==> src/rtl/fetch_pkg.sv <==
// Shared types and constants for the instruction fetch unit.
package fetch_pkg;

  localparam int unsigned INST_BYTES = 4;
  localparam int unsigned PC_W       = 64;
  localparam int unsigned INST_W     = 32;

  typedef enum logic [1:0] {
    ST_IDLE = 2'd0,
    ST_REQ  = 2'd1,
    ST_DROP = 2'd2
  } fetch_state_e;

  typedef struct packed {
    logic [PC_W-1:0]   pc;
    logic [INST_W-1:0] word;
  } fetch_entry_t;

  // Fetch addresses are always instruction aligned.
  function automatic logic [PC_W-1:0] align_pc(input logic [PC_W-1:0] pc);
    return {pc[PC_W-1:2], 2'b00};
  endfunction

endpackage

==> src/rtl/fetch_queue.sv <==
// Prefetch FIFO of {pc, instruction} entries with flush and occupancy count.
module fetch_queue
  import fetch_pkg::*;
#(
  parameter int unsigned DEPTH = 2
) (
  input  logic                       clk_i,
  input  logic                       rst_i,
  input  logic                       flush_i,
  input  logic                       push_i,
  input  fetch_entry_t               push_entry_i,
  input  logic                       pop_i,
  output fetch_entry_t               head_o,
  output logic                       valid_o,
  output logic [$clog2(DEPTH+1)-1:0] count_o
);

  localparam int unsigned PW = (DEPTH > 1) ? $clog2(DEPTH) : 1;
  localparam int unsigned CW = $clog2(DEPTH + 1);

  fetch_entry_t  mem_q [DEPTH];
  logic [PW-1:0] wr_q, rd_q;
  logic [CW-1:0] cnt_q;
  logic          do_push_c, do_pop_c;

  function automatic logic [PW-1:0] ptr_inc(input logic [PW-1:0] p);
    return (p == PW'(DEPTH - 1)) ? '0 : p + PW'(1);
  endfunction

  // A full queue still accepts a push when the head leaves in the same cycle.
  assign do_pop_c  = pop_i && (cnt_q != '0);
  assign do_push_c = push_i && ((cnt_q != CW'(DEPTH)) || do_pop_c);

  always_ff @(posedge clk_i) begin
    if (rst_i || flush_i) begin
      wr_q  <= '0;
      rd_q  <= '0;
      cnt_q <= '0;
    end else begin
      if (do_push_c) wr_q <= ptr_inc(wr_q);
      if (do_pop_c)  rd_q <= ptr_inc(rd_q);
      case ({do_push_c, do_pop_c})
        2'b10:   cnt_q <= cnt_q + CW'(1);
        2'b01:   cnt_q <= cnt_q - CW'(1);
        default: cnt_q <= cnt_q;
      endcase
    end
  end

  always_ff @(posedge clk_i) begin
    if (rst_i) begin
      for (int i = 0; i < int'(DEPTH); i++) mem_q[i] <= '0;
    end else if (do_push_c && !flush_i) begin
      mem_q[wr_q] <= push_entry_i;
    end
  end

  assign head_o  = mem_q[rd_q];
  assign valid_o = (cnt_q != '0);
  assign count_o = cnt_q;

endmodule

==> src/rtl/fetch_unit.sv <==
// Instruction fetch: sequential prefetch into a small queue, with redirect
// handling that discards the data of a request already in flight.
module fetch_unit
  import fetch_pkg::*;
#(
  parameter int unsigned QDEPTH = 2
) (
  input  logic        CLK,
  input  logic        resetl,
  input  logic [63:0] startpc,
  input  logic        redirect,
  input  logic [63:0] redirect_pc,
  output logic        imem_req,
  output logic [63:0] imem_addr,
  input  logic        imem_ack,
  input  logic [31:0] imem_data,
  output logic        inst_valid,
  output logic [31:0] inst,
  output logic [63:0] inst_pc,
  input  logic        inst_ready
);

  localparam int unsigned CW = $clog2(QDEPTH + 1);

  fetch_state_e  state_q, state_d;
  logic [63:0]   pc_q, pc_d;
  logic [63:0]   target_q, target_d;
  logic          req_q;
  logic          pop_c, push_c;
  logic [CW-1:0] count_c, occ_c;
  fetch_entry_t  head_c, push_entry_c;
  logic          head_valid_c;

  // A redirect voids any decode transfer in the same cycle.
  assign pop_c        = head_valid_c && inst_ready && !redirect;
  assign occ_c        = count_c - CW'(pop_c);
  assign push_entry_c = '{pc: pc_q, word: imem_data};

  fetch_queue #(
    .DEPTH (QDEPTH)
  ) u_queue (
    .clk_i        (CLK),
    .rst_i        (resetl),
    .flush_i      (redirect),
    .push_i       (push_c),
    .push_entry_i (push_entry_c),
    .pop_i        (pop_c),
    .head_o       (head_c),
    .valid_o      (head_valid_c),
    .count_o      (count_c)
  );

  always_ff @(posedge CLK) begin
    if (resetl) begin
      state_q  <= ST_REQ;
      pc_q     <= align_pc(startpc);
      target_q <= '0;
      req_q    <= 1'b1;
    end else begin
      state_q  <= state_d;
      pc_q     <= pc_d;
      target_q <= target_d;
      req_q    <= (state_d != ST_IDLE);
    end
  end

  always_comb begin
    state_d  = state_q;
    pc_d     = pc_q;
    target_d = target_q;
    push_c   = 1'b0;
    if (redirect) begin
      // Without an ack the old request stays on the bus until it completes.
      if ((state_q == ST_IDLE) || imem_ack) begin
        pc_d    = align_pc(redirect_pc);
        state_d = ST_REQ;
      end else begin
        target_d = align_pc(redirect_pc);
        state_d  = ST_DROP;
      end
    end else begin
      case (state_q)
        ST_IDLE: begin
          if (occ_c < CW'(QDEPTH)) state_d = ST_REQ;
        end
        ST_REQ: begin
          if (imem_ack) begin
            push_c  = 1'b1;
            pc_d    = pc_q + 64'(INST_BYTES);
            // Keep requesting only if the word after this one also fits.
            state_d = (occ_c < CW'(QDEPTH - 1)) ? ST_REQ : ST_IDLE;
          end
        end
        ST_DROP: begin
          if (imem_ack) begin
            pc_d    = target_q;
            state_d = ST_REQ;
          end
        end
        default: state_d = ST_IDLE;
      endcase
    end
  end

  assign imem_req   = req_q;
  assign imem_addr  = pc_q;
  assign inst_valid = head_valid_c;
  assign inst       = head_c.word;
  assign inst_pc    = head_c.pc;

endmodule

==> config.mk <==
export PLATFORM = sky130hd
export DESIGN_NAME = fetch_unit
export DESIGN_NICKNAME = d
export VERILOG_FILES = /design/src/rtl/fetch_pkg.sv /design/src/rtl/fetch_queue.sv /design/src/rtl/fetch_unit.sv
export SDC_FILE = /design/constraint.sdc
export NUM_CORES = 1
export LEC_CHECK = 0
export CAP_MARGIN = 10
export CORE_ASPECT_RATIO = 0.7
export CORE_MARGIN = 2
export CORE_UTILIZATION = 47
export CTS_CLUSTER_DIAMETER = 200
export DETAILED_ROUTE_END_ITERATION = 10
export PLACE_DENSITY = 0.81
export RECOVER_POWER = 100
export SLEW_MARGIN = 20
export SYNTH_ARGS = -nofsm -noshare
export SYNTH_HDL_FRONTEND = slang
export SYNTH_SLANG_ARGS = --single-unit
export TNS_END_PERCENT = 100
==> constraint.sdc <==
create_clock -name CLK -period 7.2 [get_ports CLK]
set_input_delay 1.44 -clock CLK [delete_from_list [all_inputs] [get_ports CLK]]
set_output_delay 1.44 -clock CLK [all_outputs]
set_load 0.1 [all_outputs]
# After elaboration in Yosys (flattened, before gate mapping)
# Memories as Yosys holds them, arrays and structs flattened. A register that Yosys moved wholly into a read port is not among the register bits.
# Cells that the tools add are included.
# totals
output_inout_bits,162
mem_count,1
inputBits,165
ramBits,192
reg_bits,133
# op_classes
n_reduce_logical,19
add_sub_neg,6
n_lt_le_gt_ge,2
n_bitwise,1
n_eq_ne,11
mux,29
# memory_table
memory,words,width,read_ports,rd_clocked_by_memory_dff,write_ports,line_no,text
u_queue.mem_q,2,96,1,1,2,fetch_queue.sv:21,fetch_entry_t mem_q [DEPTH];
# op_table
operator,count
2-to-1 mux 64 bit,5
one-hot mux 64 bit (2 select lines),1
2-to-1 mux 96 bit,1
OR reduction 96 bit,1
"adder 64 x 3 -> 64 bit, second input constant",1
2-to-1 mux 1 bit,15
2-to-1 mux 2 bit,5
"inequality test 4 bit, second input constant",2
AND reduction 4 bit,2
"inequality test 3 bit, second input constant",2
one-hot mux 2 bit (3 select lines),1
nonzero test 2 bit,3
logical AND 1 bit,5
"equality test 2 x 1 -> 1 bit, second input constant",2
"equality test 2 bit, second input constant",2
one-hot mux 2 bit (2 select lines),1
nonzero test 4 bit,1
logical OR 1 bit,3
"inequality test 3 x 2 -> 1 bit, second input constant",1
nonzero test 3 bit,1
"adder 1 bit, second input constant",2
"adder 2 x 1 -> 2 bit, second input constant",1
logical NOT 2 bit,1
"less-than comparator 2 x 1 -> 1 bit, second input constant",1
8 further kinds,8

# Depth between registers and ports, before layout
# logic_depth
depth_word,12
mapped_depth,11
depth_no_buf,10

# Cells and area by module
# From an unflattened synthesis, not the netlist that was laid out.
# hier_totals
hier_cells,1561
area_unflattened_um2,16487.1
# by_module_without_submodules
module,area_each_um2,instances,cells_each,seq_area_each_um2
fetch_queue,8490.6,1,539,5865.6
fetch_unit,7996.4,1,1022,3203.1

# Worst setup path before layout
# No wires, ideal clock.
# synth_path
path_type,input to register
from,in inst_ready
to,"mem u_queue.mem_q[0][0] (netlist name), enable pin"
arrival_time_ns,6.678
n_path_buf,2
path_stages,5
path_slack_ns,-0.048
cell_sequence,inv_1 > a311o_1 > clkbuf_1 > buf_1 > o21bai_1
# synth_rtl
item,line_no,text
"start, declared",fetch_unit.sv:20,input logic inst_ready
"end, declared",fetch_queue.sv:21,

==> metrics.md <==
| Metric | Value |
|---|---|
| Critical Path Sink | `u_queue.mem_q[1][21]` |
| DRC errors left | `0` |
| Power per cell area | `260 nW/um^2` |
| Leak pwr | `~7.4 nW` |
| Num CTS Buffers | `35` |
| Sequential area share after synthesis | `0.567` |
| CTS Hold Bufs | `0` |
| Hpwl dp | `32,000 um` |
| Ys async rst share | `0` |
| Worst skew pair latency | `510 ps` |
| Routability-driven placement congestion ratio | `~0.9` |
| Avg WL per Cell | `21.2 um` |
| Top_reg_cell synth | `edfxtp_1` |
| CTS tree | `done` |
| Crit path buf inv count | `4` |
| Clock buffer depth | `3` |
| Worst path cell trace | `dlygate4sd3_1 -> nand2_1 -> a311o_1 -> clkbuf_1 -> o21bai_4 -> clkbuf_1 -> buf_4` |
| Post-synthesis adder-cell area fraction | `0.00548` |
| CP Class | `in -> reg` |
| Number of synthesized flops with an enable pin | `between 200 and 300` |
| Antenna-violating nets left | `0` |
| Core area | `about 33,000 um^2` |
| Crit-path max FO | `52` |
| First-pass GRT wire length | `70,300 um` |
| Port Buffer Count | `between 300 and 400` |
| Aggregate global-route resource usage | `0.260` |
| Fmax achieved | `0.172 GHz` |
| Row count | `between 50 and 60` |
| Gr ovfl total | `0` |
| Failing checks | `max-capacitance violations, max-slew violations` |
| XOR/XNOR share of the synthesized area | `0.0323` |
| PnR Total Power | `between 5 and 6 mW` |
| Minimum clock period | `5800 ps` |
| Post-CTS sizing | `0` |
| Family with the most delay on the worst path | `buffers and inverters` |
| Slowest stage delay, CP | `1930 ps` |
| Final nets | `between 1,500 and 2,000` |
| Top Ports | `327` |
| Critical Path RT | `7340 ps` |
| Skew final | `between 10 and 15 ps` |
| CP Depth | `7` |
| Via count | `12,700` |
| Placed instance area | `around 20,000 um^2` |
| Hold WC Path Type | `reg -> reg` |
| DIE WIDTH | `224 um` |
| CTS clk-pin slew, worst paths | `60 ps` |
| CTS Root Cell | `clkbuf_16` |
| Final hold violations | `0` |
| Vias per cell | `5.70` |
| CP startpoint kind | `input pin` |
| Setup TNS | `0 ps` |
| Slowest CP cell | `clkbuf_1` |
| Netlist cell types | `54` |
| Simple-gate area share of the yosys netlist | `0.212` |
| Synth Area in Compound Gates | `0.0820` |
| Initial antenna violation count | `6` |
| Ys Warns | `0` |
| Initial drt markers | `roughly 1,200` |
| Synthesized area per cell | `10.7 um^2` |
| Mapped Cells | `1,489` |
| Setup crit end kind | `register` |
| Worst vdd ir | `0.000145 V` |
| Final worst path period share | `0.806` |
| Final setup vio count | `0` |
| Total Wirelength | `47,500 um` |
| Reg2Reg Capture Point | `imem_addr[47]` |
| Setup Buffers After CTS | `0` |
| H-tree depth | `2` |
| Dpl ws | `2750 ps` |
| Slew Limit Headroom | `-1.12` |
| Post-route cell area | `approximately 20,000 um^2` |
| Main combinational cell family by area after synthesis | `simple AND/OR/NAND/NOR gates` |
| WP data arrival | `a little under 6000 ps` |
| R2r setup slk | `1780 ps` |
| Unrepaired setup endpoints after global routing | `false` |
| Synth Cell Area | `16,000 um^2` |
| Die Area | `35,500 um^2` |
| Vias in the first global route | `12,000` |
| #FFs+latches synth | `326` |
| Cell seen most often among critical-path stages | `clkbuf_1` |
| Critical Path Source | `imem_ack` |
| Pre-antenna DRT Iters | `5` |
| Worst r2r src | `state_q[0]` |
| Max Cap Viol | `12` |
| Fillers | `2,690` |
| Final WS setup | `1400 ps` |
| Share of layout cells above drive strength 1 | `0.104` |
| Pin count of the biggest net entering global routing | `101` |
| Mux share of post-synthesis cell area | `0.0723` |
| Syn_nets | `1,661` |
| Status | `finished, violations left` |
| Die Height | `158 um` |
| Initial Util | `0.477` |
| Pins Over Slew Limit | `559` |
| Area grow syn2layout | `28.8%` |
| Slew @ Worst Pin | `3170 ps` |
| Worst R2R Path Depth | `7` |
| Sink Count | `approximately 330` |
-- cell families after synthesis --
kind of cell | Yosys count
simple gates | 663
flops | 326
compound gates | 215
buf+inv | 116
mux | 103
xor+xnor | 59
fa+ha+maj | 7
-- report_power, final --
group	total, mW	switching (mW)	internal (mW)
Combinational	1.29	0.965	0.322
Sequential	2.32	0.142	2.18
Clock	1.73	0.727	1.01
-- metal layers --
layer | GRT usage | routed length (um) | part of all wire
met1 | 0.369 | 20000 | 0.42
met2 | 0.396 | 21400 | 0.45
met3 | 0.0574 | 4770 | 0.10
met4 | 0.0864 | 1270 | 0.027
met5 | 0 | 13 | 0.00027
-- worst register-to-register path, cell delays in order, from the launching register on --
cell      delay (ps)
dfxtp_1          400
inv_1             90
ha_1             190
clkbuf_1         760
o21bai_1         480
a21oi_1          120
o21bai_1        1930
clkbuf_2        1030
-- worst min-delay path by stage --
stage                             from           end  slack (ps)  cells after the start
after floorplan            target_q[2]   target_q[2]         440                      2
after global placement    target_q[32]  target_q[32]         440                      2
after detailed placement  target_q[54]  target_q[54]         450                      2
after CTS                 target_q[54]  target_q[54]         450                      2
after global routing      target_q[12]  target_q[12]         470                      2
final                     target_q[52]  target_q[52]         450                      2
-- cell usage in the layout, fill, tap and decap left out, types with 10 or more instances in the layout --
master	netlist	layout
nand2_1	264	263
edfxtp_1	254	254
dlygate4sd3_1	0	161
clkdlybuf4s50_1	0	159
a21oi_1	121	121
mux2_2	99	99
and2_0	0	94
and2_1	184	90
nor2_1	86	86
dfxtp_1	72	71
o221ai_1	40	40
clkbuf_16	0	37
nand3_1	35	35
xnor2_1	30	30
xor2_1	29	29
o21ai_0	25	26
clkbuf_1	83	24
nand4_1	16	16
inv_1	15	15
nor3_1	13	15
nor4_1	14	14
and3_1	10	10
buf_4	0	10
-- state kept, by name, summed over array words and instances, names as in the netlist, named ones only --
name and flops:
imem_req 1, u_queue.count_o 2, u_queue.rd_q 1, imem_addr 64, state_q 2, u_queue.mem_q 192, target_q 62, u_queue.wr_q 1
-- per-stage QoR --
step | instances | utilization | hold slack, ps
after floorplan | 1489 | - | 436
after detailed placement | 2167 | 0.584 | 447
after global placement | 2167 | 0.584 | 441
after CTS | 2230 | 0.617 | 454
after global routing | 2235 | 0.615 | 471
final | 2235 | 0.615 | 454
-- final cells by class --
cell class / instances / area, um^2 / share of cell area
Tap cell: 435 / 544 / 0.0264
Sequential cell: 326 / 9070 / 0.441
Timing Repair Buffer: 343 / 3340 / 0.162
Multi-Input combinational cell: 1047 / 6470 / 0.314
Inverter: 16 / 60.1 / 0.00292
Clock buffer: 56 / 1060 / 0.0514
Clock inverter: 7 / 35.0 / 0.00170
Antenna cell: 5 / 12.5 / 0.000608
-- Yosys cell counts, types with 4 or more instances --
cell | number | area share
and2_1 | 184 | 0.072
nand4_1 | 16 | 0.0063
and3_1 | 10 | 0.0039
nor3_1 | 13 | 0.0041
xor2_1 | 29 | 0.016
and4_1 | 5 | 0.0027
xnor2_1 | 30 | 0.016
a221o_1 | 6 | 0.0038
a221oi_1 | 5 | 0.0027
nor4_1 | 14 | 0.0055
inv_1 | 15 | 0.0035
nor4_2 | 5 | 0.0039
o21bai_1 | 4 | 0.0019
nand3_1 | 35 | 0.011
o221ai_1 | 40 | 0.022
a21oi_1 | 121 | 0.038
a31oi_1 | 7 | 0.0027
nor2_1 | 86 | 0.020
edfxtp_1 | 254 | 0.48
dfxtp_1 | 72 | 0.090
o21ai_0 | 25 | 0.0078
mux2_2 | 99 | 0.070
ha_1 | 7 | 0.0055
buf_1 | 13 | 0.0031
mux2i_1 | 4 | 0.0025
clkbuf_1 | 83 | 0.019
nand2_1 | 264 | 0.062
(Power assumes the default switching activity.)
